<file path="config.mk">
export PLATFORM = sky130hd
export DESIGN_NAME = serial_adder
export DESIGN_NICKNAME = d
export VERILOG_FILES = /design/src/rtl/serial_adder.sv
export SDC_FILE = /design/constraint.sdc
export NUM_CORES = 1
export LEC_CHECK = 0
export CORE_MARGIN = 1
export CORE_UTILIZATION = 35
export DETAILED_ROUTE_END_ITERATION = 8
export SETUP_SLACK_MARGIN = 0.15
export SLEW_MARGIN = 20
export SYNTH_ARGS = -nofsm -noshare
export SYNTH_HDL_FRONTEND = slang
export SYNTH_SLANG_ARGS = --single-unit
export TNS_END_PERCENT = 10
</file>
<file path="constraint.sdc">
create_clock -name clk -period 2.1 [get_ports clk]
set_input_delay 0.315 -clock clk [delete_from_list [all_inputs] [get_ports clk]]
set_output_delay 0.315 -clock clk [all_outputs]
set_load 0.02 [all_outputs]
</file>
<file path="src/rtl/serial_adder.sv">
// Bit-serial adder: captures a, b and cin on start, adds one bit per cycle LSB first, registers sum/cout.
// Latency WIDTH+1 edges from the accepting edge to the done cycle; start is ignored unless IDLE.
module serial_adder #(
    parameter int WIDTH = 8
) (
    input  logic             clk,
    input  logic             rst,
    input  logic             start,
    input  logic [WIDTH-1:0] a,
    input  logic [WIDTH-1:0] b,
    input  logic             cin,
    output logic [WIDTH-1:0] sum,
    output logic             cout,
    output logic             busy,
    output logic             done
);

    localparam int CW = $clog2(WIDTH + 1);
    localparam logic [CW-1:0] LAST_BIT = CW'(WIDTH - 1);

    typedef enum logic [1:0] {
        IDLE = 2'd0,
        RUN  = 2'd1,
        DONE = 2'd2
    } state_t;

    state_t           state_q, state_d;
    logic [WIDTH-1:0] a_q, a_d;
    logic [WIDTH-1:0] b_q, b_d;
    logic [WIDTH-1:0] res_q, res_d;
    logic [WIDTH-1:0] sum_q, sum_d;
    logic             carry_q, carry_d;
    logic             cout_q, cout_d;
    logic [CW-1:0]    cnt_q, cnt_d;

    logic             s_bit;
    logic             c_next;
    logic [WIDTH-1:0] res_shift;

    always_comb begin
        s_bit     = a_q[0] ^ b_q[0] ^ carry_q;
        c_next    = (a_q[0] & b_q[0]) | (a_q[0] & carry_q) | (b_q[0] & carry_q);
        res_shift = {s_bit, res_q[WIDTH-1:1]};
    end

    always_ff @(posedge clk or posedge rst) begin
        if (rst) begin
            state_q <= IDLE;
            a_q     <= '0;
            b_q     <= '0;
            res_q   <= '0;
            sum_q   <= '0;
            carry_q <= 1'b0;
            cout_q  <= 1'b0;
            cnt_q   <= '0;
        end else begin
            state_q <= state_d;
            a_q     <= a_d;
            b_q     <= b_d;
            res_q   <= res_d;
            sum_q   <= sum_d;
            carry_q <= carry_d;
            cout_q  <= cout_d;
            cnt_q   <= cnt_d;
        end
    end

    always_comb begin
        state_d = state_q;
        a_d     = a_q;
        b_d     = b_q;
        res_d   = res_q;
        sum_d   = sum_q;
        carry_d = carry_q;
        cout_d  = cout_q;
        cnt_d   = cnt_q;

        case (state_q)
            IDLE: begin
                if (start) begin
                    a_d     = a;
                    b_d     = b;
                    carry_d = cin;
                    cnt_d   = '0;
                    state_d = RUN;
                end
            end
            RUN: begin
                a_d     = a_q >> 1;
                b_d     = b_q >> 1;
                res_d   = res_shift;
                carry_d = c_next;
                cnt_d   = cnt_q + CW'(1);
                // The final bit is folded straight into sum so the result lands as DONE is entered.
                if (cnt_q == LAST_BIT) begin
                    sum_d   = res_shift;
                    cout_d  = c_next;
                    state_d = DONE;
                end
            end
            DONE: begin
                state_d = IDLE;
            end
            default: begin
                state_d = IDLE;
            end
        endcase
    end

    assign sum  = sum_q;
    assign cout = cout_q;
    assign busy = (state_q == RUN);
    assign done = (state_q == DONE);

endmodule

</file>
==> summary.txt <==
Finish
  • Nets: 208
  • Fillcell total: 421
  • Final Non-Filler Cells: 239
  • Share of layout cells above drive strength 1: 0.128
  • Antenna fix cells: 0
  • P&R area growth vs syn: 29.9%

Placed design
  • IO buf count: 30
  • Post-Place Setup Slack: 0.314 ns
  • Inst Count DP: 231
  • Routability cong.: 0.749
  • Hpwl dp: 2130 um

Timing
  • Final slew viol count: 0
  • Final Hold Fails: 0
  • Worst rel slew slack: 0.661
  • Max Freq: 0.564 GHz
  • Min cycle time layout: 1.77 ns
  • Unrepaired setup endpoints after global routing: no
  • Clock Skew: 0.00618 ns
  • Final period util: 0.845
  • Final setup slack of the worst path: 0.326 ns
  • Setup TNS: 0 ns
  • Slew @ Worst Pin: 0.506 ns
  • Final setup violation count: 0

Setup path
  • Worst r2r dst: sum[3]
  • Worst path required time: 1.78 ns
  • Crit path from: state_q[1]
  • Internal reg-to-reg setup slack: 0.41 ns
  • Worst EP arrival: 1.46 ns
  • R2R depth: 3
  • CP Class: reg2out
  • CP startpoint kind: flop
  • Origin of the critical flop-to-flop path: state_q[1]
  • Crit-path max FO: 6
  • Worst Setup End Kind: output pin

Yosys
  • Synth Net Count: 173
  • Number of synthesized register bits: 39
  • YS warnings: 0
  • Seq/Total Area, Yosys: 0.608
  • Synth unique cells: 19
  • Syn avg cell area: 10.6 sq um
  • Area of the mapped netlist: 1610 sq um
  • Syn Inst Count: 151

Global route
  • Pin count of the biggest net entering global routing: 40
  • First-pass GRT wire length: 5810 um
  • Vias in the first global route: 1299
  • Tot GR Track Use: 0.151
  • Congestion Overflow GR: 0
  • Initial antenna violation count: 0

Detailed routing
  • Final wirelength: 3130 um
  • WL/cell: 13.1 um
  • Vias: 1176
  • Post-DR vias/cell: 4.92
  • Residual DRC count: 0
  • Routed Antenna Nets: 0
  • DR pass1 iterations: 4
  • Initial drt markers: 53

Clocking
  • CTS tree: yes
  • Clock sink count: 39
  • Hold_buf cts: 0
  • CTS clk-pin slew, worst paths: 0.07 ns
  • H-tree depth: 2
  • CTS Buf Count: 5
  • Worst skew pair latency: 0.29 ns
  • Root Driver: clkbuf_8
  • CTS max path bufs: 2

Floorplanning
  • Core area: 4380 sq um
  • Die Height: 69.7 um
  • Initial Util: 0.366
  • Row cnt: 24
  • Full die area: 4860 sq um
  • Die span in x: 69.7 um
  • I/O Pins: 31

Outcome
  • Status: finished, final reports clean

Hold path
  • Min-delay worst type: in2async

Power
  • LEAKAGE: 0.993 nW
  • Pwr Total: 2.87 mW
  • Pwr dens: 1380 nW/um^2
  • Peak supply drop: 0.603 mV

Job
  • Max Cap Viol: 0
synth_stat cells:
library cell	instances	area share
nand2_1	59	0.14
dfrtp_1	39	0.61
a22oi_1	15	0.070
mux2_2	9	0.063
o21ai_0	6	0.019
clkbuf_1	4	0.0094
buf_2	3	0.0094
inv_1	2	0.0047
nand2b_1	2	0.0078
nor3b_1	2	0.0094
o21bai_1	2	0.0094
a21o_1	1	0.0047
a21oi_1	1	0.0031
fa_1	1	0.012
ha_1	1	0.0078
mux2i_1	1	0.0062
nand4_1	1	0.0039
nor2b_1	1	0.0039
nor3_4	1	0.010
registers in the layout, summed over array words and instances, names as in the netlist:
signal and cells:
sum 8, res_q 7, carry_q 1, state_q 2
cout 1, a_q 8, b_q 8, cnt_q 4
kinds of logic (layout without fill, tap and decap cells):
group                    count (synthesis)  count (layout)  synth area share
AO/OA/AOI/OAI                           25              25             0.106
adder cells (fa/ha/maj)                  2               2            0.0203
buffers and inverters                    9              45            0.0234
flip-flops                              39              39             0.608
multiplexers                            10              10            0.0694
AND/OR/NAND/NOR                         66              66             0.173
final cells by class:
type	count	area, sq um	area share
well taps	52	65.1	0.0312
flip-flops and latches	39	976	0.468
multi-input cells	103	599	0.288
inverters	2	7.51	0.00360
clock buffers	8	100	0.0480
repair buffers	35	337	0.161
routing by layer:
metal,track usage,vias to the layer above,share of wire
met5,0,-,0
met4,0.0733,0,0.012
met3,0.0276,4,0.032
met2,0.250,20,0.49
met1,0.189,578,0.46
li1,-,574,-
critical path: stages (launching register included):
cell             delay [ns]
dfrtp_1                0.42
nor2b_1                0.15
clkdlybuf4s50_1        0.60
per-stage QoR:
stage | utilization | hold WS (ns) | area [sq um]
after CTS | 0.475 | 0.448 | 2080
after global routing | 0.475 | 0.506 | 2080
after global placement | 0.452 | 0.459 | 1980
after floorplan | - | 0.432 | 1610
after detailed placement | 0.452 | 0.468 | 1980
final | 0.475 | 0.442 | 2080
worst max-delay path by stage:
stage	to	cells past startpoint
floorplan	cout	4
global placement	busy	3
detailed placement	busy	3
CTS	done	2
global route	done	2
finish	done	2
cell usage in the layout (no fill, tap or decap):
| master | n |
|---|---|
| nand2_1 | 59 |
| dfrtp_1 | 39 |
| clkdlybuf4s50_1 | 29 |
| a22oi_1 | 15 |
| mux2_2 | 9 |
| clkbuf_8 | 7 |
| o21ai_0 | 6 |
| buf_4 | 5 |
| inv_1 | 2 |
| o21bai_1 | 2 |
| nand2b_1 | 1 |
| nand2b_2 | 1 |
| nand4_1 | 1 |
| mux2i_1 | 1 |
| nor3_4 | 1 |
| nor3b_2 | 1 |
| nor2b_1 | 1 |
| nor3b_1 | 1 |
| a21o_1 | 1 |
| a21oi_1 | 1 |
| fa_1 | 1 |
| ha_1 | 1 |
| clkbuf_1 | 1 |
| dlygate4sd2_1 | 1 |
power by group:
part,internal (mW),switching (mW)
clock,0.299,0.240
sequential,1.07,0.203
combinational,0.496,0.567
what timing repair did:
item,CTS,global route
resized for setup,2,0
buffers inserted,0,0
endpoints found under the setup margin,1,0
Power figures use the tool's default switching activity.
==> patch 1 (same flow settings) <==
Encoding of `state_t`: now one-hot (3 bits for 3 states).
--- a/src/rtl/serial_adder.sv
+++ b/src/rtl/serial_adder.sv
@@ -18,10 +18,10 @@
     localparam int CW = $clog2(WIDTH + 1);
     localparam logic [CW-1:0] LAST_BIT = CW'(WIDTH - 1);
 
-    typedef enum logic [1:0] {
-        IDLE = 2'd0,
-        RUN  = 2'd1,
-        DONE = 2'd2
+    typedef enum logic [2:0] {
+        IDLE = 3'b001,
+        RUN  = 3'b010,
+        DONE = 3'b100
     } state_t;
 
     state_t           state_q, state_d;
Function: same outputs for any inputs over 10 cycles, from zero or initial values and one cycle with rst high; not proved beyond that.
==> patch 1 against the original RTL <==
Sequential power shrank 6%; total power shrank 10%; register-to-register slack lost 0.13 ns; combinational power shrank 28%; sequential cell count grew 1; die area grew 15%; first-iteration DRC count grew 87%; synthesized area grew 15%; worst setup slack lost 0.060 ns; final cell count grew 16%; cell area grew 9.9%; critical path depth grew 1; wire length grew 5.3%; largest power group unchanged.
==> patch 1: results (changes against the original RTL) <==
viasPerCell: 4.74  # -3.6%
clk_pin_slew_ns: 0.07  # about the same
crit_fanout: 9  # +3
worstReg2RegEnd: "sum[1]"
status: "completed"
drtIter0Drc: 99  # +87%
timing.rr.start: "cnt_q[0]"
cp-endpoint: "busy"
skew_ns: 0.00681  # +0.000638 ns
vdd_ir_drop_max_uv: 449  # -26%
layout.nets: 228  # +9.6%
grt_pass1_vias: 1203  # -7.4%
grt_start_max_net_pins: 41  # +2.5%
p_leak_nw: 1.09  # +10%
syn_nets: 197  # +14%
synth_area_leaders: "dfrtp_1 (53%), nand2_1 (11%), mux2_4 (7.3%)"
crit_start: "state_q[0]"
hpwl_um: 2150  # +1.3%
cts_buffer_depth: 2  # unchanged
crit_arrival_ns: 1.52  # +0.06 ns
cp_slowest_cell: "dfstp_2"
antenna_found_initial: 0  # unchanged
netlist-cell-type-count: 34  # +15
routabilityCongestion: 0.763  # +1.9%
drive_above_1_share_pct: 14.0  # +1.2 points
timing.slew.headroom_pct: 63.1  # -3.1 points
slowest_delay_ns: 0.42  # -0.18 ns
whs_ns: 0.452  # +0.0103 ns
yosys-top-cells-count: "nand2_1 (52), dfrtp_1 (39), nor2_1 (17)"
ys_seq_area_share_pct: 54.2  # -6.6 points
cp_top_family: "flip-flops"
rrSetupSlack_ns: 0.28  # -0.13 ns
track_usage_pct: 13.3  # -1.8 points
grt_pass1_wl_um: 5520  # -5.0%
r2r_cells: 4  # +1
totalWireLength_um: 3300  # +5.3%
==> patch 1: stage by stage <==
stage	setup WS [ns]	std cells	instance area (um2)	power (mW)
after floorplan	0.521	175	1850	1.84
after global placement	0.311	269	2180	1.98
after detailed placement	0.278	269	2180	1.99
after CTS	0.0972	277	2290	2.61
after global routing	0.188	277	2290	2.78
final	0.265	277	2290	2.58
==> patch 1: area by class of cell <==
type	instances	area (um2)
Fill cell	509	2820
Sequential cell	40	1000
Multi-Input combinational cell	120	731
Timing Repair Buffer	36	347
Tap cell	70	87.6
Clock buffer	6	72.6
Clock inverter	2	35.0
Inverter	3	16.3
==> patch 1: logic make-up (layout without fill, tap and decap cells) <==
| logic type | Yosys count | after routing | share of synthesized area (%) |
|---|---|---|---|
| buf+inv | 15 | 47 | 6.29 |
| simple gates | 80 | 80 | 19.5 |
| flops | 40 | 40 | 54.2 |
| compound gates | 28 | 28 | 10.4 |
| fa+ha+maj | 2 | 2 | 1.76 |
| mux | 10 | 10 | 7.85 |
==> patch 1: repair_timing <==
item | in CTS | in global routing
hold buffers | 0 | 0
pin swaps | 0 | 0
setup endpoints to repair | 2 | 1
resized for setup | 1 | 1
==> patch 1: report_power, final <==
group	internal [mW]	switching [mW]	leakage, nW
clock network	0.353	0.259	0.0552
logic	0.350	0.415	0.577
registers	1.03	0.169	0.460
total	1.73	0.843	1.09
==> patch 1: metal layers <==
metal	track usage [%]	vias to the layer above	wire length, um
li1	-	654	-
met1	17.8	622	1640
met2	20.2	31	1480
met3	3.61	7	116
met4	5.66	0	53
met5	0	-	0
==> patch 1: tightest hold or removal path, delay by kind of cell <==
| family | cells | cell delay [ns] |
|---|---|---|
| buf+inv | 3 | 0.87 |
==> patch 2 (same flow settings) <==
Without the edit above. The parameter `WIDTH` goes from 8 to 16.
--- a/src/rtl/serial_adder.sv
+++ b/src/rtl/serial_adder.sv
@@ -1,7 +1,7 @@
 // Bit-serial adder: captures a, b and cin on start, adds one bit per cycle LSB first, registers sum/cout.
 // Latency WIDTH+1 edges from the accepting edge to the done cycle; start is ignored unless IDLE.
 module serial_adder #(
-    parameter int WIDTH = 8
+    parameter int WIDTH = 16
 ) (
     input  logic             clk,
     input  logic             rst,
Interface: changed (resized a, b and sum); port bits go from 31 to 55. The function was not compared with the original's and may differ.
==> patch 2 against the original RTL <==
Total power grew 98%; sequential power rose by 82%; wire length increased by 130%; synthesized area rose by 100%; hold slack worse by 0.016 ns; sequential cell count increased by 33; register-to-register slack worse by 0.13 ns; clock skew grew 0.00062 ns; cell area grew 100%; synthesized cell count grew 110%; count of clock-buffer cells in the layout up 1; first-iteration DRC count grew to 3.1 times the old value; worst setup slack got worse by 0.075 ns; largest cell class unchanged; highest routed layer unchanged.
==> patch 2: results (changes against the original RTL) <==
cp_slowest_cell: "clkdlybuf4s50_1"
numCtsBuffers: 9  # +4
crit_arrival_ns: 1.53  # +0.07 ns
grt_pass1_wl_um: 11900  # +100%
crit_fanout: 4  # -2
hpwl_um: 4400  # +110%
ys_seq_area_share_pct: 55.1  # -5.7 points
post-cts-setup-buffers: 0  # unchanged
syn_nets: 354  # +100%
track_usage_pct: 15.7  # +0.60 points
routabilityCongestion: 0.709  # -5.3%
yosys-top-cells-count: "dfrtp_1 (72), nand2_1 (54), o21ai_0 (35)"
netlist-cell-type-count: 26  # +7
layout.nets: 408  # +96%
drtIter0Drc: 164  # +210%
viasPerCell: 5.05  # +2.7%
p_int_mw: 3.69  # +98%
skew_ns: 0.00679  # +0.000616 ns
dp_slack_ns: 0.284  # -0.0295 ns
drt_pass1_iterations: 4  # unchanged
cts-htree-levels: 3  # +1
clock_latency_ns: 0.34  # +0.05 ns
p_leak_nw: 1.91  # +93%
timing.rr.start: "cnt_q[0]"
port_buffers: 54  # +80%
r2r_cells: 5  # +2
synth_area_leaders: "dfrtp_1 (55%), a22oi_1 (6.2%), nand2_1 (6.2%)"
timing.slew.headroom_pct: 72.9  # +6.8 points
post_drt_wl_per_cell_um: 14.6  # +12%
vdd_ir_drop_max_uv: 402  # -33%
fillers: 813  # +93%
status: "completed"
ctsResizeCount: 1  # -1
pg_clk_mw: 1.33  # +150%
grt_pass1_vias: 2379  # +83%
slowest_delay_ns: 0.62  # +0.02 ns
fin_crit_ns: 1.85  # +0.0749 ns
p_comb_mw: 2.05  # +93%
-- patch 2: stage by stage --
step | hold WS [ns] | total power [mW] | utilization (%) | instances | cell area [um2]
global route | 0.440 | 6.11 | 47.2 | 482 | 4200
global placement | 0.465 | 4.35 | 44.5 | 466 | 3950
finish | 0.426 | 5.68 | 47.2 | 482 | 4200
CTS | 0.429 | 5.76 | 47.2 | 482 | 4200
floorplan | 0.446 | 3.64 | - | 315 | 3280
detailed placement | 0.471 | 4.41 | 44.5 | 466 | 3950
-- patch 2: kinds of logic (layout without fill, tap and decap cells) --
group                      after synthesis  after routing  synth area share, %
DFF                                     72             72                 55.1
and+or+nand+nor                         96             96                 14.5
AOI/OAI and AO/OA                       99             99                 17.7
adders and majority gates                3              3                 1.38
buffers and inverters                   26             85                 3.79
muxes                                   19             19                 7.50
-- patch 2: critical path: cells and delay by family, from the launching register on --
kind / cells / cell delay [ns]
DFF: 1 / 0.39
buffers and inverters: 1 / 0.62
and+or+nand+nor: 1 / 0.18
-- patch 2: per-layer routing --
| metal | up-vias | track usage, % | share of wire [%] |
|---|---|---|---|
| met1 | 1177 | 21.7 | 49 |
| met5 | - | 0 | 0 |
| li1 | 1201 | - | - |
| met3 | 10 | 3.33 | 2.7 |
| met2 | 47 | 23.7 | 46 |
| met4 | 0 | 6.89 | 1.6 |
-- patch 2: cell type report --
type / count / area share (%)
sequential: 72 / 42.9
multi-input combinational: 217 / 32.1
timing repair buffer: 64 / 15.2
tap: 108 / 3.22
clock buffer: 9 / 2.95
clock inverter: 7 / 2.86
inverter: 5 / 0.656
-- patch 2: path summary, 6_finish.rpt --
check / end / slack [ns]
min: sum[11] / 0.43
min in group clk: a_q[12] / 0.49
min reg2reg: a_q[12] / 0.49
max in group asynchronous: cnt_q[3] / 1.37
max: done / 0.25
max reg2reg: cout / 0.28
